<file path="config.mk">
export PLATFORM = sky130hd
export DESIGN_NAME = serial_adder_seq_flat
export DESIGN_NICKNAME = d
export VERILOG_FILES = /design/src/rtl/serial_adder_seq_if.sv /design/src/rtl/serial_adder_seq.sv /design/src/flat_wrapper.sv
export SDC_FILE = /design/constraint.sdc
export NUM_CORES = 1
export LEC_CHECK = 0
export ABC_AREA = 1
export BUFFER_PORTS_ARGS = -buffer_cell sky130_fd_sc_hd__buf_4
export CORE_MARGIN = 1
export CORE_UTILIZATION = 54
export DETAILED_ROUTE_END_ITERATION = 7
export PLACE_DENSITY = 0.81
export RECOVER_POWER = 50
export SLEW_MARGIN = 20
export SYNTH_ARGS = -nofsm -noshare
export SYNTH_HDL_FRONTEND = slang
export SYNTH_SLANG_ARGS = --single-unit
</file>
<file path="constraint.sdc">
create_clock -name clk -period 1.25 [get_ports clk]
set_input_delay 0.0625 -clock clk [delete_from_list [all_inputs] [get_ports clk]]
set_output_delay 0.0625 -clock clk [all_outputs]
set_load 0.005 [all_outputs]
</file>
<file path="src/rtl/serial_adder_seq_if.sv">
// Handshake and data bundle between a requester and the bit-serial adder.
interface serial_adder_seq_if #(
   parameter int W = 8
);
   logic         start;
   logic [W-1:0] a_in;
   logic [W-1:0] b_in;
   logic         cin;
   logic         busy;
   logic         done;
   logic [W-1:0] sum_out;
   logic         cout;

   modport master (
      output start, a_in, b_in, cin,
      input  busy, done, sum_out, cout
   );

   modport slave (
      input  start, a_in, b_in, cin,
      output busy, done, sum_out, cout
   );
endinterface

</file>
<file path="src/rtl/serial_adder_seq.sv">
// Bit-serial adder: captures two W-bit operands, feeds them LSB-first through
// a 1-bit adder cell with a registered carry, and publishes the W-bit sum plus
// carry-out once all bits have been processed.
//
// state | meaning
// ------+-------------------------------------------------------------
// IDLE  | waiting for start; sum_out/cout hold the previous result
// SHIFT | one operand bit per clock through the adder cell, W clocks
// DONE  | done pulse, result valid; returns to IDLE on the next edge
module serial_adder_seq #(
   parameter int W       = 8,
   parameter bit USE_CIN = 1'b0
) (
   input  logic               clk,
   input  logic               rst_n,
   serial_adder_seq_if.slave  bus
);

   localparam int            CW   = $clog2(W + 1);
   localparam logic [CW-1:0] LAST = CW'(W - 1);

   typedef enum logic [1:0] {IDLE, SHIFT, DONE} state_t;

   state_t         state_q,  state_d;
   logic [W-1:0]   sh_a_q,   sh_a_d;
   logic [W-1:0]   sh_b_q,   sh_b_d;
   logic [W-1:0]   res_q,    res_d;
   logic           carry_q,  carry_d;
   logic [CW-1:0]  cnt_q,    cnt_d;
   logic [W-1:0]   sum_q,    sum_d;
   logic           cout_q,   cout_d;
   logic           busy_q,   busy_d;
   logic           done_q,   done_d;

   logic           bit_a;
   logic           bit_b;
   logic           bit_s;
   logic           bit_c;
   logic [W:0]     res_ext;

   // 1-bit adder cell plus next-state / next-output selection
   always_comb begin
      state_d = state_q;
      sh_a_d  = sh_a_q;
      sh_b_d  = sh_b_q;
      res_d   = res_q;
      carry_d = carry_q;
      cnt_d   = cnt_q;
      sum_d   = sum_q;
      cout_d  = cout_q;
      busy_d  = busy_q;
      done_d  = 1'b0;

      bit_a   = sh_a_q[0];
      bit_b   = sh_b_q[0];
      bit_s   = bit_a ^ bit_b ^ carry_q;
      bit_c   = (bit_a & bit_b) | (bit_a & carry_q) | (bit_b & carry_q);
      // new sum bit enters at the MSB; after W shifts bit 0 lands at the LSB
      res_ext = {bit_s, res_q};

      case (state_q)
         IDLE: begin
            if (bus.start) begin
               sh_a_d  = bus.a_in;
               sh_b_d  = bus.b_in;
               // half-adder mode: bit 0 sees a forced-zero carry
               carry_d = USE_CIN ? bus.cin : 1'b0;
               cnt_d   = '0;
               busy_d  = 1'b1;
               state_d = SHIFT;
            end
         end
         SHIFT: begin
            sh_a_d  = sh_a_q >> 1;
            sh_b_d  = sh_b_q >> 1;
            res_d   = res_ext[W:1];
            carry_d = bit_c;
            cnt_d   = cnt_q + 1'b1;
            if (cnt_q == LAST) begin
               sum_d   = res_ext[W:1];
               cout_d  = bit_c;
               done_d  = 1'b1;
               state_d = DONE;
            end
         end
         DONE: begin
            busy_d  = 1'b0;
            state_d = IDLE;
         end
         default: begin
            busy_d  = 1'b0;
            state_d = IDLE;
         end
      endcase
   end

   // all state and outputs registered; reset aborts any operation in flight
   always_ff @(posedge clk or negedge rst_n) begin
      if (!rst_n) begin
         state_q <= IDLE;
         sh_a_q  <= '0;
         sh_b_q  <= '0;
         res_q   <= '0;
         carry_q <= 1'b0;
         cnt_q   <= '0;
         sum_q   <= '0;
         cout_q  <= 1'b0;
         busy_q  <= 1'b0;
         done_q  <= 1'b0;
      end else begin
         state_q <= state_d;
         sh_a_q  <= sh_a_d;
         sh_b_q  <= sh_b_d;
         res_q   <= res_d;
         carry_q <= carry_d;
         cnt_q   <= cnt_d;
         sum_q   <= sum_d;
         cout_q  <= cout_d;
         busy_q  <= busy_d;
         done_q  <= done_d;
      end
   end

   assign bus.busy    = busy_q;
   assign bus.done    = done_q;
   assign bus.sum_out = sum_q;
   assign bus.cout    = cout_q;

endmodule

</file>
<file path="src/flat_wrapper.sv">
// flat-port wrapper written by rule: the top's interface ports become plain ports
module serial_adder_seq_flat 
#(
   parameter int W       = 8,
   parameter bit USE_CIN = 1'b0
)
  (clk, rst_n, bus_start, bus_a_in, bus_b_in, bus_cin, bus_busy, bus_done, bus_sum_out, bus_cout);
  serial_adder_seq_if #(.W(W)) bus_i ();
  input  logic clk;
  input  logic rst_n;
  input wire logic [$bits(bus_i.start)-1:0] bus_start;
  input wire logic [$bits(bus_i.a_in)-1:0] bus_a_in;
  input wire logic [$bits(bus_i.b_in)-1:0] bus_b_in;
  input wire logic [$bits(bus_i.cin)-1:0] bus_cin;
  output wire logic [$bits(bus_i.busy)-1:0] bus_busy;
  output wire logic [$bits(bus_i.done)-1:0] bus_done;
  output wire logic [$bits(bus_i.sum_out)-1:0] bus_sum_out;
  output wire logic [$bits(bus_i.cout)-1:0] bus_cout;
  assign bus_i.start = bus_start;
  assign bus_i.a_in = bus_a_in;
  assign bus_i.b_in = bus_b_in;
  assign bus_i.cin = bus_cin;
  assign bus_busy = bus_i.busy;
  assign bus_done = bus_i.done;
  assign bus_sum_out = bus_i.sum_out;
  assign bus_cout = bus_i.cout;
  serial_adder_seq #(.W(W), .USE_CIN(USE_CIN)) u_core (.clk(clk), .rst_n(rst_n), .bus(bus_i));
endmodule
</file>
==> flow_summary.toml <==
[detailed_routing]
antenna_left = 0
vias = 1433
wl_mm = 3.44
routedWlPerCell_um = 11.9
drc_errors = 0
first_pass_iters = 5
viasPerCell = 4.96
drtIter0Drc = 59

[floorplan]
start_util_pct = 57.3
fp.dieW_um = 58.9
core_mm2 = 0.00305
die_y_um = 58.9
die-area_mm2 = 0.00347
fp-row-count = 20
io_pins = 31

[sta]
fin_crit_sh_pct = 92.5
finClkSkew_ns = 0.0103
fin_setup_tns_ns = 0
slew_headroom_pct = 35.7
setup_ws_ns = 0.0941
finalCriticalPeriod_ns = 1.16
fmax_ghz = 0.865
report.final.slew_viol_count = 0
worstMarginPinSlew_ns = 0.965
rsz0062_at_grt = "false"
setup_viol = 0
hold_slack_ns = 0.221
finalHoldViolCount = 0

[clocking]
clk_latency_ns = 0.35
htree_levels = 2
cts_buffers = 5
path_clk_slew_ns = 0.11
cts_setup_buffers = 0
cts_tree = "done"
root_buffer = "clkbuf_4"
cts.sink_count = 41
cts_buffer_depth = 2

[setup_path]
crit_path_end = "u_core.bus.sum_out[6]$_DFFE_PN0P_"
critical_path_depth = 6
crit_buf_inv = 0
crit_required_ns = 1.51
cp_slowest_cell = "dfrtp_1"
critical_path_class = "flip-flop to flip-flop"
worstPathMaxFanout = 9
regToRegSetupSlack_ns = 0.09
startpoint_type = "flip-flop"
timing.rr.end = "u_core.bus.sum_out[6]$_DFFE_PN0P_"
end_kind = "flip-flop"
r2r_start = "u_core.cnt_q[0]$_DFFE_PN0P_"
crit_chain = "ha_1, nand2_1, nor2_4, nand2_4, nand2_1, nand2_1"
path_delay_family = "simple AND/OR/NAND/NOR gates"
critPathLaunch = "u_core.cnt_q[0]$_DFFE_PN0P_"
max_stage_delay_ns = 0.37
reg2reg_depth = 6
crit_top_cell = "nand2_1"
cp_data_arrival_time_ns = 1.41

[power_and_ir_drop]
leakage_nw = 1.16
p_total_mw = 4.95
p_per_area_mw_per_mm2 = 2150
ir_drop_mv = 0.982

[logic_synthesis]
synth_largest_area_cell = "dfrtp_1"
synth-warning-count = 0
avgSynthCellArea_um2 = 9.11
synth_area_mm2 = 0.00175
synth_top_area_share_pct = 58.7
synth_area_leaders = "dfrtp_1, nand2_1, nand3_1"
synth_seq_cells = 41
ys_types = 18
synthArstFlopShare_pct = 100
synthSimpleGateAreaFrac_pct = 31.5
synth_compound_area_share_pct = 2.58
synth_top_family_by_area = "simple AND/OR/NAND/NOR gates"
synth_fa_ha_area_share_pct = 1.86
synth_common_cells = "nand2_1, dfrtp_1, nand3_1"
syn_nets = 214
synthMuxAreaShare_pct = 0
synth-xor-area-share_pct = 0
yosysMostFrequentCell = "nand2_1"
syn_inst = 192
synth-edff-count = 0
yosysSeqAreaShare_pct = 58.7
synth_flop_cell = "dfrtp_1"

[placed_design]
numPortBuffers = 29
place_inst = 264
hpwl_mm = 2.07
place_area_mm2 = 0.00203
gp_congestion = 0.764
post-place-ws_ns = 0.0223

[global_routing]
grt_overflow_total = 0
gr-usage-all-layers_pct = 22.8
grt_first_pass_wirelength_mm = 5.66
grt_max_degree = 42
grt_pass1_vias = 1341
antenna_found_initial = 0

[final_layout]
layout.nets = 267
areaGrowthSynthToFinish_pct = 31.7
finalNonFillerCells = 289
fillerInstances = 236
fin_area_mm2 = 0.00230
diodes = 0
utilization_pct = 75.5
final_layout_size_suffix_gt1_share_pct = 22.0

[min_path]
hp-class = "input port to flip-flop"

[status]
status = "finished, final reports clean"

[job]
maxCapViolCount = 0
[routing by layer]
metal	vias to the layer above	GRT usage, %	wire length [um]
li1	720	-	-
met1	679	26.8	1550
met2	28	39.6	1720
met3	6	6.59	119
met4	0	8.16	53
met5	-	0	0
[logic make-up (layout without fill, tap and decap cells)]
kind of cell    after synthesis  after routing
flops                        41             41
compound gates                9              9
buf+inv                      15             67
fa+ha+maj                     2              2
simple gates                125            126
[timing repair]
item                                   in CTS  in global routing
hold buffers                               17                  0
setup endpoints to repair                   0                  9
endpoints found under the hold margin      57                  0
resized for setup                           0                  5
[layout make-up]
| class | count | area, um^2 | share of cell area [%] |
|---|---|---|---|
| Clock buffer | 5 | 37.5 | 1.63 |
| Clock inverter | 2 | 35.0 | 1.52 |
| Inverter | 7 | 28.8 | 1.25 |
| Multi-Input combinational cell | 137 | 658 | 28.6 |
| Sequential cell | 41 | 1030 | 44.5 |
| Tap cell | 44 | 55.1 | 2.39 |
| Timing Repair Buffer | 53 | 463 | 20.1 |
[how the worst min path moves through the flow]
stage | start | slack, ns | endpoint | cells after the start
6_report | bus_start | 0.22 | u_core.sh_b_q[7]$_DFFE_PN0P_ | 6
5_1_grt | bus_start | 0.23 | u_core.sh_b_q[7]$_DFFE_PN0P_ | 6
4_1_cts | bus_start | 0.20 | u_core.sh_a_q[7]$_DFFE_PN0P_ | 6
3_5_place_dp | rst_n | 0.07 | u_core.bus.sum_out[0]$_DFFE_PN0P_ | 1
3_3_place_gp | rst_n | 0.06 | u_core.bus.sum_out[1]$_DFFE_PN0P_ | 1
2_1_floorplan | rst_n | -0.23 | u_core.bus.busy$_DFFE_PN0P_ | 0
[cells in the final DEF (no fill, tap or decap)]
cell / instances
buf_12: 2
nand4_1: 1
nand2_4: 2
inv_2: 1
nand2_1: 78
inv_4: 1
dfrtp_1: 41
fa_1: 1
nand3_2: 2
dlygate4sd3_1: 17
o21ai_0: 8
clkbuf_4: 10
nor2_4: 4
clkbuf_2: 1
o21ai_1: 1
clkinv_2: 1
nor2_1: 2
nand2_2: 1
nand3_1: 36
bufinv_16: 1
ha_1: 1
buf_4: 28
inv_1: 5
[worst reg2reg max path, cell delays in order, from the launching register on]
cell and delay, ns:
dfrtp_1 0.37, ha_1 0.21, nand2_1 0.12, nor2_4 0.13, nand2_4 0.10, nand2_1 0.08
nand2_1 0.05
[report_power, final]
part           switching (mW)  internal, mW  leakage [nW]  total [mW]
Clock                   0.406         0.407        0.0410       0.814
Combinational            1.02         0.880         0.602        1.90
Sequential              0.353          1.88         0.520        2.24
[sequential cells by signal (all words and copies together), names as in the netlist]
name / cells
u_core.bus.busy: 1
u_core.sh_a_q: 8
u_core.sh_b_q: 8
u_core.carry_q: 1
u_core.bus.done: 1
u_core.res_q: 7
u_core.bus.sum_out: 8
u_core.bus.cout: 1
u_core.state_q: 2
u_core.cnt_q: 4
Power figures use the tool's default switching activity.
